--- config.mk ---
export PLATFORM = sky130hd
export DESIGN_NAME = line_tracker_ctrl
export DESIGN_NICKNAME = d
export VERILOG_FILES = /design/src/rtl/line_tracker_ctrl_pkg.sv /design/src/rtl/line_tracker_ctrl_sensor_debounce.sv /design/src/rtl/line_tracker_ctrl.sv
export SDC_FILE = /design/constraint.sdc
export NUM_CORES = 1
export LEC_CHECK = 0
export ABC_AREA = 1
export BUFFER_PORTS_ARGS = -buffer_cell sky130_fd_sc_hd__buf_4
export CAP_MARGIN = 15
export CORE_MARGIN = 3
export CORE_UTILIZATION = 34
export DETAILED_ROUTE_END_ITERATION = 10
export GPL_ROUTABILITY_DRIVEN = 0
export GPL_TIMING_DRIVEN = 1
export HOLD_SLACK_MARGIN = 0.1
export PLACE_DENSITY_LB_ADDON = 0.1
export SYNTH_ARGS = -nofsm -noshare
export SYNTH_HDL_FRONTEND = slang
export SYNTH_SLANG_ARGS = --single-unit
--- constraint.sdc ---
create_clock -name clk -period 2.15 [get_ports clk]
set_input_delay 0.215 -clock clk [delete_from_list [all_inputs] [get_ports clk]]
set_output_delay 0.215 -clock clk [all_outputs]
set_load 0.005 [all_outputs]
--- src/rtl/line_tracker_ctrl_pkg.sv ---
// Shared definitions for the line tracker: drive-mode codes (common with the motor stage),
// FSM state codes and the sensor decision table.
package line_tracker_ctrl_pkg;

  localparam int SENSOR_W = 3;

  localparam logic [2:0] MODE_STOP = 3'b000;
  localparam logic [2:0] MODE_S1   = 3'b001;
  localparam logic [2:0] MODE_S2   = 3'b010;
  localparam logic [2:0] MODE_S3   = 3'b011;
  localparam logic [2:0] MODE_L1   = 3'b100;
  localparam logic [2:0] MODE_L2   = 3'b101;
  localparam logic [2:0] MODE_R1   = 3'b110;
  localparam logic [2:0] MODE_R2   = 3'b111;

  localparam logic [2:0] ST_IDLE     = 3'd0;
  localparam logic [2:0] ST_STRAIGHT = 3'd1;
  localparam logic [2:0] ST_LEFT     = 3'd2;
  localparam logic [2:0] ST_RIGHT    = 3'd3;
  localparam logic [2:0] ST_LOST     = 3'd4;
  localparam logic [2:0] ST_HALT     = 3'd5;

  typedef struct packed {
    logic       valid;  // 0 for the physically impossible 101 pattern
    logic [2:0] state;
    logic [2:0] mode;   // turn mode; straight speed comes from the ramp level
  } decision_t;

  function automatic decision_t decode_line(input logic [SENSOR_W-1:0] filt);
    decision_t d;
    d.valid = 1'b1;
    d.state = ST_STRAIGHT;
    d.mode  = MODE_S1;
    case (filt)
      3'b010, 3'b111: ;
      3'b110: begin d.state = ST_LEFT;  d.mode = MODE_L2; end
      3'b100: begin d.state = ST_LEFT;  d.mode = MODE_L1; end
      3'b011: begin d.state = ST_RIGHT; d.mode = MODE_R2; end
      3'b001: begin d.state = ST_RIGHT; d.mode = MODE_R1; end
      3'b000: d.state = ST_LOST;
      default: d.valid = 1'b0;
    endcase
    return d;
  endfunction

  function automatic logic [2:0] speed_mode(input logic [1:0] level);
    return {1'b0, level};
  endfunction

  // Search direction while the line is lost follows the last steering state.
  function automatic logic [2:0] lost_mode(input logic [2:0] prev_state);
    case (prev_state)
      ST_LEFT:  return MODE_L1;
      ST_RIGHT: return MODE_R1;
      default:  return MODE_S1;
    endcase
  endfunction

endpackage

--- src/rtl/line_tracker_ctrl_sensor_debounce.sv ---
// Two-flop synchroniser followed by a hold-time filter for the three IR line sensors.
module sensor_debounce
  import line_tracker_ctrl_pkg::*;
#(
  parameter int DEBOUNCE_CYCLES = 100_000
) (
  input  logic                clk,
  input  logic                rst,
  input  logic [SENSOR_W-1:0] i_sensor,
  output logic [SENSOR_W-1:0] o_filt
);

  localparam int              CNT_W    = $clog2(DEBOUNCE_CYCLES + 1);
  localparam logic [CNT_W-1:0] CNT_LAST = CNT_W'(DEBOUNCE_CYCLES - 1);

  logic [SENSOR_W-1:0] r_sync1;
  logic [SENSOR_W-1:0] r_sync2;
  logic [SENSOR_W-1:0] r_cand;
  logic [SENSOR_W-1:0] r_filt;
  logic [CNT_W-1:0]    r_cnt;

  always_ff @(posedge clk) begin
    // NOTE: state registers use non-blocking assignments so every flop samples pre-edge values.
    if (rst) begin
      r_sync1 <= '0;
      r_sync2 <= '0;
      r_cand  <= '0;
      r_filt  <= '0;
      r_cnt   <= '0;
    end else begin
      r_sync1 <= i_sensor;
      r_sync2 <= r_sync1;
      if (r_sync2 != r_cand) begin
        r_cand <= r_sync2;
        r_cnt  <= '0;
      end else if (r_cnt == CNT_LAST) begin
        r_filt <= r_cand;
      end else begin
        r_cnt <= r_cnt + 1'b1;
      end
    end
  end

  assign o_filt = r_filt;

endmodule

--- src/rtl/line_tracker_ctrl.sv ---
// Line tracker decision stage: debounced sensors drive a steering FSM with a straight-line
// speed ramp and a lost-line search that halts after a timeout.
module line_tracker_ctrl
  import line_tracker_ctrl_pkg::*;
#(
  parameter int DEBOUNCE_CYCLES = 100_000,
  parameter int RAMP_CYCLES     = 50_000_000,
  parameter int LOST_TIMEOUT    = 200_000_000
) (
  input  logic                clk,
  input  logic                rst,
  input  logic                start,
  input  logic [SENSOR_W-1:0] sensor,
  output logic [2:0]          mode,
  output logic                lost,
  output logic [2:0]          state_dbg
);

  localparam int               RAMP_W    = $clog2(RAMP_CYCLES + 1);
  localparam int               LOST_W    = $clog2(LOST_TIMEOUT + 1);
  localparam logic [RAMP_W-1:0] RAMP_LAST = RAMP_W'(RAMP_CYCLES - 1);
  localparam logic [LOST_W-1:0] LOST_LAST = LOST_W'(LOST_TIMEOUT - 1);

  logic [SENSOR_W-1:0] w_filt;
  decision_t           w_dec;

  logic [2:0]        r_state,    w_state_nxt;
  logic [2:0]        r_mode,     w_mode_nxt;
  logic              r_lost,     w_lost_nxt;
  logic [1:0]        r_level,    w_level_nxt;
  logic [RAMP_W-1:0] r_ramp_cnt, w_ramp_nxt;
  logic [LOST_W-1:0] r_lost_cnt, w_lost_cnt_nxt;
  logic              w_take;

  sensor_debounce #(
    .DEBOUNCE_CYCLES(DEBOUNCE_CYCLES)
  ) u_debounce (
    .clk      (clk),
    .rst      (rst),
    .i_sensor (sensor),
    .o_filt   (w_filt)
  );

  assign w_dec = decode_line(w_filt);

  always_comb begin
    // NOTE: every combinational output is defaulted first so no path can infer a latch.
    w_state_nxt    = r_state;
    w_mode_nxt     = r_mode;
    w_lost_nxt     = r_lost;
    w_level_nxt    = r_level;
    w_ramp_nxt     = r_ramp_cnt;
    w_lost_cnt_nxt = r_lost_cnt;
    w_take         = 1'b0;

    case (r_state)
      // IDLE waits for an actual line before leaving; an all-dark filter keeps the robot stopped.
      ST_IDLE: w_take = w_dec.valid && (w_dec.state != ST_LOST);
      ST_STRAIGHT, ST_LEFT, ST_RIGHT: begin
        if (w_dec.valid && (w_dec.state == ST_LOST)) begin
          w_state_nxt    = ST_LOST;
          w_mode_nxt     = lost_mode(r_state);
          w_lost_nxt     = 1'b1;
          w_lost_cnt_nxt = '0;
        end else begin
          w_take = w_dec.valid;
        end
      end
      ST_LOST: begin
        if (w_dec.valid && (w_dec.state != ST_LOST)) begin
          w_take = 1'b1;
        end else if (r_lost_cnt == LOST_LAST) begin
          w_state_nxt = ST_HALT;
          w_mode_nxt  = MODE_STOP;
        end else begin
          w_lost_cnt_nxt = r_lost_cnt + 1'b1;
        end
      end
      default: ;
    endcase

    if (w_take) begin
      w_state_nxt = w_dec.state;
      w_lost_nxt  = 1'b0;
      if (w_dec.state != ST_STRAIGHT) begin
        w_mode_nxt = w_dec.mode;
      end else begin
        // Fresh entry or an intersection restarts the ramp from the slowest speed.
        if ((r_state != ST_STRAIGHT) || (w_filt == 3'b111)) begin
          w_level_nxt = 2'd1;
          w_ramp_nxt  = '0;
        end else if (r_ramp_cnt == RAMP_LAST) begin
          w_ramp_nxt  = '0;
          w_level_nxt = (r_level == 2'd3) ? 2'd3 : r_level + 2'd1;
        end else begin
          w_ramp_nxt = r_ramp_cnt + 1'b1;
        end
        w_mode_nxt = speed_mode(w_level_nxt);
      end
    end

    if (!start) begin
      w_state_nxt    = ST_IDLE;
      w_mode_nxt     = MODE_STOP;
      w_lost_nxt     = 1'b0;
      w_level_nxt    = 2'd1;
      w_ramp_nxt     = '0;
      w_lost_cnt_nxt = '0;
    end
  end

  always_ff @(posedge clk) begin
    if (rst) begin
      r_state    <= ST_IDLE;
      r_mode     <= MODE_STOP;
      r_lost     <= 1'b0;
      r_level    <= 2'd1;
      r_ramp_cnt <= '0;
      r_lost_cnt <= '0;
    end else begin
      r_state    <= w_state_nxt;
      r_mode     <= w_mode_nxt;
      r_lost     <= w_lost_nxt;
      r_level    <= w_level_nxt;
      r_ramp_cnt <= w_ramp_nxt;
      r_lost_cnt <= w_lost_cnt_nxt;
    end
  end

  assign mode      = r_mode;
  assign lost      = r_lost;
  assign state_dbg = r_state;

endmodule
==> results.yml, run 1 <==
grt:
  antenna_found_initial: 0
  grt_pass1_wl_um: 22400
  grt_max_degree: 36
  grt_pass1_vias: 4880
  grtUsageTotal_pct: 15.3
  overflow: 0
setup_path:
  critical_path.cell_chain: "inv_1 -> ha_1 -> nor2_2 -> nand3_4 -> nand3_4 -> nor2_8 -> inv_4 -> nor2_1 -> nor2_4 -> o21ai_0 -> nor2_1"
  critPathKind: "register to register"
  crit_path_end_kind: "register"
  worstRegToRegCells: 11
  path_max_fanout: 9
  cp_num_cells: 11
  r2r_setup_slack_ns: 0.15
  required_ns: 2.43
  cp.buffers_inverters: 2
  cp_slowest_cell: "dfxtp_1"
  arrival_ns: 2.28
  start_kind: "register"
  cpLargestDelayFamily: "simple AND/OR/NAND/NOR gates"
  cp_slowest_stage_delay_ns: 0.44
sta:
  fin_worst_skew_ns: 0.00637
  hold_violations: 0
  holdWs_ns: 0.135
  rsz0062_at_grt: "false"
  finalCritPeriodShare_pct: 93.1
  maxSlewHeadroom_pct: 54.8
  finalMaxSlewViolations: 0
  setup_ws_ns: 0.149
  fmax_mhz: 500
  tightest_slew_ns: 0.671
  setup_viol: 0
  tns_ns: 0
  period_minus_slack_ns: 2.00
die:
  dieArea_um2: 17600
  ioPinCount: 13
  rows: 45
  die_w_um: 133
  start_util_pct: 35.3
  coreArea_um2: 15400
  fp.dieH_um: 133
yosys:
  synth-seq-cells: 92
  synth_area_leaders: "dfxtp_1, nand2_1, nor2_1"
  synth_nets: 855
  synth-seq-area-share_pct: 33.8
  synth_ff_type: "dfxtp_1"
  synth_xor_xnor_area_share_pct: 4.18
  synth_top_cell_by_area: "dfxtp_1"
  synthMuxAreaShare_pct: 0
  syn_area_um2: 5440
  synth_compound_area_share_pct: 9.68
  synth_edf_count: 0
  postSynthCellCount: 844
  ys_warn_count: 0
  synth-simple-area-share_pct: 41.9
  async_flop_share_pct: 0
  ys_types: 39
  synth_adder_area_share_pct: 1.15
  synth_top_family_by_area: "simple AND/OR/NAND/NOR gates"
  synth_area_per_cell_um2: 6.45
  synth_top_cell_area_share_pct: 33.8
power_and_ir_drop:
  switchingPower_uw: 802
  power.density_nw_per_um2: 544
  vdd_drop_max_uv: 338
  comb_power_share_pct: 2.8
  sw_frac_of_total_pct: 24.0
  p_int_uw: 2540
  pwr-share-clk_pct: 45.8
  finalPower_uw: 3340
  p_leak_uw: 0.00213
  seqPwrFrac_pct: 51.5
clocking:
  htree_levels: 3
  cts_buffers: 9
  cts_root_buffer: "clkbuf_16"
  cts_sinks: 92
  tritoncts: "built"
  cts_max_path_buffers: 2
  path_clk_slew_ns: 0.07
  clk-insertion-delay-late_ns: 0.35
final_layout:
  area_delta_synth_final_pct: 12.8
  fin_nets: 884
  layout_common_cells: "nand2_1, nor2_1, inv_1"
  num-fill-cells: 1677
  final_layout_size_suffix_gt1_share_pct: 11.8
  fin_cells: 1089
  layout_commonest_cell: "nand2_1"
  num_antenna_cells: 0
outcome:
  status: "completed"
drt:
  dr.pass1.iters: 5
  drc: 0
  routed_wl_um: 13200
  routedWlPerCell_um: 12.1
  ant_nets: 0
  first_iter_violations: 270
  vias: 5114
  vias_per_cell: 4.70
placed_design:
  place_ws_ns: 0.0796
  hpwl_um: 9570
  io_buffer_count: 12
  post-place-cells: 1064
min_path:
  hold_path.class: "input pin to register"
  hold_depth: 2
job:
  max_cap_violations: 0
[state kept, by name (all words and copies together), names as in the netlist]
name and count:
r_ramp_cnt 26, u_debounce.r_sync1 3, mode 3, r_lost_cnt 28
u_debounce.r_cnt 17, u_debounce.r_cand 3, u_debounce.o_filt 3, state_dbg 3
u_debounce.r_sync2 3, lost 1, r_level 2
[cell families (layout without fill, tap and decap cells)]
kind of cell / count (synthesis) / after routing
buffers and inverters: 119 / 153
and+or+nand+nor: 513 / 513
AOI/OAI and AO/OA: 89 / 89
adders and majority gates: 5 / 5
xor gates and xnor gates: 26 / 26
DFF: 92 / 92
[Yosys cell counts, types with 2 or more instances]
master    count
a21oi_2      11
ha_1          5
nor3b_1       4
nor2_4        3
o21a_1        2
clkbuf_1      6
buf_6         5
a21oi_1      49
xor2_1       17
o21ai_4       2
nand3_1      45
nor3_1       19
buf_4         2
nand4_1      18
nor2_8        2
nand2_2      14
a31oi_1       2
nor2_1      155
nor2_2        8
o21ai_0      20
inv_2         7
inv_1        96
xnor2_1       9
dfxtp_1      92
nand2_1     232
nand3_2       2
nand3_4       3
nor3_2        3
[power by group through the flow]
stage / clock network, uW / logic [uW] / registers, uW
finish: 1530 / 92.4 / 1720
global route: 1650 / 105 / 1720
detailed placement: 0 / 86.1 / 1760
global placement: 0 / 85.4 / 1760
floorplan: 0 / 57.6 / 1760
CTS: 1600 / 90.4 / 1720
[cell type report]
cell class | instances | area [um2] | area share (%)
flip-flops and latches | 92 | 1840 | 30.0
repair buffers | 33 | 268 | 4.36
multi-input cells | 633 | 3100 | 50.4
clock buffers | 10 | 229 | 3.73
well taps | 211 | 264 | 4.30
clock inverters | 6 | 48.8 | 0.794
inverters | 104 | 393 | 6.40
[per-stage QoR]
step	instance area (um2)	utilization, %
detailed placement	5790	37.5
global placement	5790	37.5
floorplan	5440	-
global route	6140	39.8
CTS	6090	39.5
finish	6140	39.8
[worst paths after layout]
path | startpoint | end
hold / removal | rst | u_debounce.o_filt[2]
setup / recovery | u_debounce.o_filt[2] | r_ramp_cnt[16]
hold reg to reg | u_debounce.r_sync1[1] | u_debounce.r_sync2[1]
setup reg to reg | u_debounce.o_filt[2] | r_ramp_cnt[16]
[metal layers]
metal,vias up,share of wire (%),track usage (%)
met1,2299,47,18.7
met5,-,0,0
met3,20,3.2,3.50
li1,2714,-,-
met2,81,48,26.0
met4,0,1.9,6.35
[what timing repair did]
item,CTS,global route
hold buffers,3,0
setup endpoints to repair,0,17
resized for setup,0,1
buffers inserted,0,6
endpoints found under the hold margin,3,0
Note: power is estimated with default switching activity, not from simulation.
==> run 2, diff against run 1 <==
==> constraint.sdc (replaced) <==
create_clock -name clk -period 2.4 [get_ports clk]
set_input_delay 0.24 -clock clk [delete_from_list [all_inputs] [get_ports clk]]
set_output_delay 0.24 -clock clk [all_outputs]
set_load 0.005 [all_outputs]
==> results.yml, run 2 (synthesis gave the netlist of run 1 again) <==
outcome:
  status: "completed"
power_and_ir_drop:
  sw_frac_of_total_pct: 22.1
  comb_power_share_pct: 2.4
  p_int_uw: 2510
  p_leak_uw: 0.00215
  seqPwrFrac_pct: 47.8
  switchingPower_uw: 713
  vdd_drop_max_uv: 476
  power.density_nw_per_um2: 523
  pwr-share-clk_pct: 49.8
  finalPower_uw: 3220
placed_design:
  place_area_um2: 5800
  io_buffer_count: 12
  hpwl_um: 9600
final_layout:
  layout_common_cells: "nand2_1, nor2_1, inv_1"
  num_antenna_cells: 0
  layout_commonest_cell: "nand2_1"
  area_delta_synth_final_pct: 13.3
  fin_util_pct: 40.0
  fin_nets: 880
  final_area_um2: 6170
  regMostFlops: "r_lost_cnt"
  final_layout_size_suffix_gt1_share_pct: 11.6
  reg.largest.list: "r_lost_cnt: 28 flops, r_ramp_cnt: 26 flops, u_debounce.r_cnt: 17 flops"
  largest_reg_flops: 28
clocking:
  tritoncts: "built"
  cts_root_buffer: "clkbuf_16"
  htree_levels: 3
  cts_max_path_buffers: 2
  path_clk_slew_ns: 0.07
  cts_sinks: 92
  postCtsSetupBuffers: 0
  clk-insertion-delay-late_ns: 0.35
  cts_buffers: 9
setup_path:
  r2r-start: "u_debounce.o_filt[2]"
  required_ns: 2.69
  start_kind: "register"
  cp_slowest_cell: "dfxtp_1"
  crit_path_end_kind: "register"
  path_max_fanout: 12
  arrival_ns: 2.44
  critPathLaunch: "u_debounce.o_filt[2]"
  critPathKind: "register to register"
  critical_path.cell_chain: "inv_1 -> ha_1 -> nor2_2 -> nand3_4 -> nand3_4 -> nor2_8 -> inv_2 -> nor2_1 -> nor2_4 -> o21ai_0 -> nor2_1"
  cp_slowest_stage_delay_ns: 0.43
die:
  dieArea_um2: 17600
  start_util_pct: 35.3
  coreArea_um2: 15400
  fp.dieH_um: 133
  die_w_um: 133
  ioPinCount: 13
  rows: 45
drt:
  vias: 5029
  drc: 0
  dr.pass1.iters: 4
  routedWlPerCell_um: 12.0
  routed_wl_um: 13000
  ant_nets: 0
  first_iter_violations: 263
  vias_per_cell: 4.64
sta:
  tightest_slew_ns: 0.631
  finalCritPeriodShare_pct: 89.8
  fin_worst_skew_ns: 0.00736
  maxSlewHeadroom_pct: 57.5
  finalMaxSlewViolations: 0
  rsz0062_at_grt: "false"
  holdWs_ns: 0.155
  hold_violations: 0
  setup_viol: 0
  tns_ns: 0
  period_minus_slack_ns: 2.15
  fmax_mhz: 464
grt:
  grtUsageTotal_pct: 15.2
  overflow: 0
  grt_max_degree: 36
  antenna_found_initial: 0
  grt_pass1_wl_um: 22500
  grt_pass1_vias: 4899
min_path:
  hold_path.class: "input pin to register"
  hold_path_startpoint: "rst"
job:
  max_cap_violations: 0
## run 2: cell types whose count changed in the layout (fill, tap and decap cells not counted), sizes merged
| cell | change |
|---|---|
| buf | -4 |
| bufinv | +2 |
| clkinv | -1 |
| clkinvlp | -2 |
| inv | +1 |
## run 2: layout make-up
class | instances | area [um2]
repair buffers | 29 | 238
fillers | 1678 | 9260
clock inverters | 6 | 93.8
well taps | 211 | 264
clock buffers | 10 | 239
flip-flops and latches | 92 | 1840
inverters | 104 | 390
multi-input cells | 633 | 3100
## run 2: path summary, 6_finish.rpt
check                                to  slack, ns  cells after the start
hold reg to reg   u_debounce.r_sync2[1]       0.40                      2
hold / removal     u_debounce.r_cand[0]       0.16                      2
setup / recovery         r_ramp_cnt[19]       0.25                     11
setup reg to reg         r_ramp_cnt[19]       0.25                     11
## run 2: metal layers
layer / vias up / wire length (um) / share of wire, % / global-route usage [%]
met2: 50 / 6230 / 48 / 26.4
met5: - / 0 / 0 / 0
met1: 2261 / 6170 / 48 / 18.9
li1: 2705 / - / - / -
met3: 13 / 394 / 3.0 / 3.16
met4: 0 / 192 / 1.5 / 4.97
## run 2: stage by stage
step | setup WS [ns] | instances
after detailed placement | 0.0676 | 1066
after floorplan | 0.558 | 844
final | 0.245 | 1085
after CTS | 0.0337 | 1085
after global placement | 0.146 | 1066
after global routing | 0.0853 | 1085
## run 2: power groups by stage
| stage | combinational, uW | sequential [uW] | clock (uW) |
|---|---|---|---|
| 2_1_floorplan | 51.6 | 1580 | 0 |
| 3_3_place_gp | 73.8 | 1580 | 0 |
| 3_5_place_dp | 75.1 | 1580 | 0 |
| 4_1_cts | 79.2 | 1540 | 1680 |
| 5_1_grt | 87.3 | 1540 | 1720 |
| 6_report | 77.0 | 1540 | 1610 |
## run 2: timing repair
item	in CTS	in global routing
hold buffers	3	0
resized for setup	0	1
hold endpoints to repair	3	0
endpoints found under the setup margin	0	14
## run 2: worst max-delay path, delay by kind of cell (launching register included)
kind | cells | cell delay, ns
adder cells (fa/ha/maj) | 1 | 0.25
buffers and inverters | 2 | 0.30
AO/OA/AOI/OAI | 1 | 0.14
AND/OR/NAND/NOR | 7 | 0.97
flip-flops | 1 | 0.43
==> run 3, diff against run 2 <==
--- a/config.mk
+++ b/config.mk
@@ -6,11 +6,11 @@
 export NUM_CORES = 1
 export LEC_CHECK = 0
 export ABC_AREA = 1
-export BUFFER_PORTS_ARGS = -buffer_cell sky130_fd_sc_hd__buf_4
 export CAP_MARGIN = 15
 export CORE_MARGIN = 3
 export CORE_UTILIZATION = 34
 export DETAILED_ROUTE_END_ITERATION = 10
+export DONT_BUFFER_PORTS = 1
 export GPL_ROUTABILITY_DRIVEN = 0
 export GPL_TIMING_DRIVEN = 1
 export HOLD_SLACK_MARGIN = 0.1
==> results.yml, run 3 (synthesis gave the netlist of run 1 again) <==
sta:
  setup_ws_ns: 0.221
  fin_worst_skew_ns: 0.0115
  fmax_mhz: 459
  finalMaxSlewViolations: 0
  period_minus_slack_ns: 2.18
  tightest_slew_ns: 0.657
  rsz0062_at_grt: "false"
  hold_violations: 0
  finalCritPeriodShare_pct: 90.8
  setup_viol: 0
  maxSlewHeadroom_pct: 55.8
final_layout:
  layout_commonest_cell: "nand2_1"
  area_delta_synth_final_pct: 11.7
  num_antenna_cells: 0
  fin_nets: 871
  final_layout_size_suffix_gt1_share_pct: 10.6
  fin_cells: 1076
  largest_reg_flops: 28
  reg.largest.list: "r_lost_cnt: 28 flops, r_ramp_cnt: 26 flops, u_debounce.r_cnt: 17 flops"
  regMostFlops: "r_lost_cnt"
  layout_common_cells: "nand2_1, nor2_1, inv_1"
setup_path:
  path_max_fanout: 12
  crit_path_end_kind: "register"
  r2r-end: "r_ramp_cnt[19]"
  r2r-start: "u_debounce.o_filt[2]"
  worstRegToRegCells: 12
  critPathKind: "register to register"
  required_ns: 2.69
  start_kind: "register"
  arrival_ns: 2.47
  r2r_setup_slack_ns: 0.22
placed_design:
  place_ws_ns: -0.000689
  post-place-cells: 1053
  hpwl_um: 9640
  io_buffer_count: 0
min_path:
  hold_path.class: "input pin to register"
  hold_end: "r_level[0]"
  hold_depth: 3
  hold_path_startpoint: "start"
die:
  coreArea_um2: 15400
  start_util_pct: 35.3
  ioPinCount: 13
  dieArea_um2: 17600
  die_w_um: 133
  fp.dieH_um: 133
  rows: 45
drt:
  ant_nets: 0
  vias_per_cell: 4.68
  dr.pass1.iters: 6
  routedWlPerCell_um: 12.0
  first_iter_violations: 210
  routed_wl_um: 12900
  vias: 5038
  drc: 0
clocking:
  clk-insertion-delay-late_ns: 0.35
  tritoncts: "built"
  cts_buffers: 9
  path_clk_slew_ns: 0.08
  cts_sinks: 92
  cts_max_path_buffers: 2
  htree_levels: 3
  cts_root_buffer: "clkbuf_16"
grt:
  grt_pass1_vias: 4816
  grt_pass1_wl_um: 22300
  overflow: 0
  grtUsageTotal_pct: 15.2
  antenna_found_initial: 0
  grt_max_degree: 36
power_and_ir_drop:
  p_leak_uw: 0.00209
  power.density_nw_per_um2: 498
  vdd_drop_max_uv: 320
job:
  max_cap_violations: 0
outcome:
  status: "completed"
run 3: changes by cell type in the layout (fill, tap and decap cells not counted):
cell and delta:
dfxtp_1 -1, clkinvlp_4 -1, dfxtp_2 +1, buf_4 -11
inv_6 +1, buf_12 +1, inv_4 +1, inv_2 -1
dlygate4sd3_1 +1, clkbuf_8 -1, inv_8 +1, bufinv_16 -2
clkinv_8 +1, clkinv_2 +1
run 3: worst max-delay path, stage by stage, from the launching register on:
cell and delay [ns]:
dfxtp_1 0.42, inv_1 0.08, ha_1 0.24, nor2_2 0.17, nand3_4 0.11, buf_4 0.16, nand3_4 0.12, nor2_8 0.08
inv_4 0.15, nor2_1 0.10, nor2_4 0.23, o21ai_0 0.13, nor2_1 0.09
run 3: through the flow:
| step | setup TNS (ns) | hold slack (ns) | util (%) | power, uW | instance area, um2 |
|---|---|---|---|---|---|
| after floorplan | 0 | 0.309 | - | 1630 | 5440 |
| after global placement | 0 | 0.314 | 37.0 | 1640 | 5700 |
| after detailed placement | -0.000689 | 0.314 | 37.0 | 1640 | 5700 |
| after CTS | 0 | 0.295 | 39.2 | 3090 | 6040 |
| after global routing | 0 | 0.311 | 39.4 | 3150 | 6080 |
| final | 0 | 0.304 | 39.4 | 3030 | 6080 |
run 3: metal layers:
layer	track usage, %	up-vias	wire [um]
met5	0	-	0
met4	5.83	0	263
met3	3.16	19	496
met2	25.2	69	6170
met1	19.3	2263	6010
li1	-	2687	-
run 3: area by class of cell:
cell class                      count  area, um2
Clock inverter                      7       67.6
Tap cell                          211        264
Sequential cell                    92       1840
Multi-Input combinational cell    633       3100
Fill cell                        1691       9350
Clock buffer                        9        225
Inverter                          104        393
Timing Repair Buffer               20        185
run 3: repair_timing:
action                                  CTS  global route
resized for setup                         1             3
pin swaps                                 1             3
buffers inserted                          0             3
endpoints found under the setup margin    5            24
hold endpoints to repair                 14             0
hold buffers                              4             0
run 3: worst max path at each step:
stage | start | to | slack, ns | cells after the start
floorplan | u_debounce.o_filt[0] | r_lost_cnt[22] | 0.56 | 12
global placement | u_debounce.o_filt[0] | r_lost_cnt[2] | 0.09 | 12
detailed placement | u_debounce.o_filt[0] | r_lost_cnt[2] | -0.0007 | 11
CTS | u_debounce.o_filt[0] | r_ramp_cnt[22] | 0.007 | 11
global route | u_debounce.o_filt[2] | r_ramp_cnt[16] | 0.002 | 12
finish | u_debounce.o_filt[2] | r_ramp_cnt[19] | 0.22 | 12
run 3: where the power goes:
part / internal [uW] / switching (uW) / total, uW
clock network: 730 / 680 / 1410
logic: 24.4 / 50.3 / 74.6
registers: 1530 / 6.61 / 1540
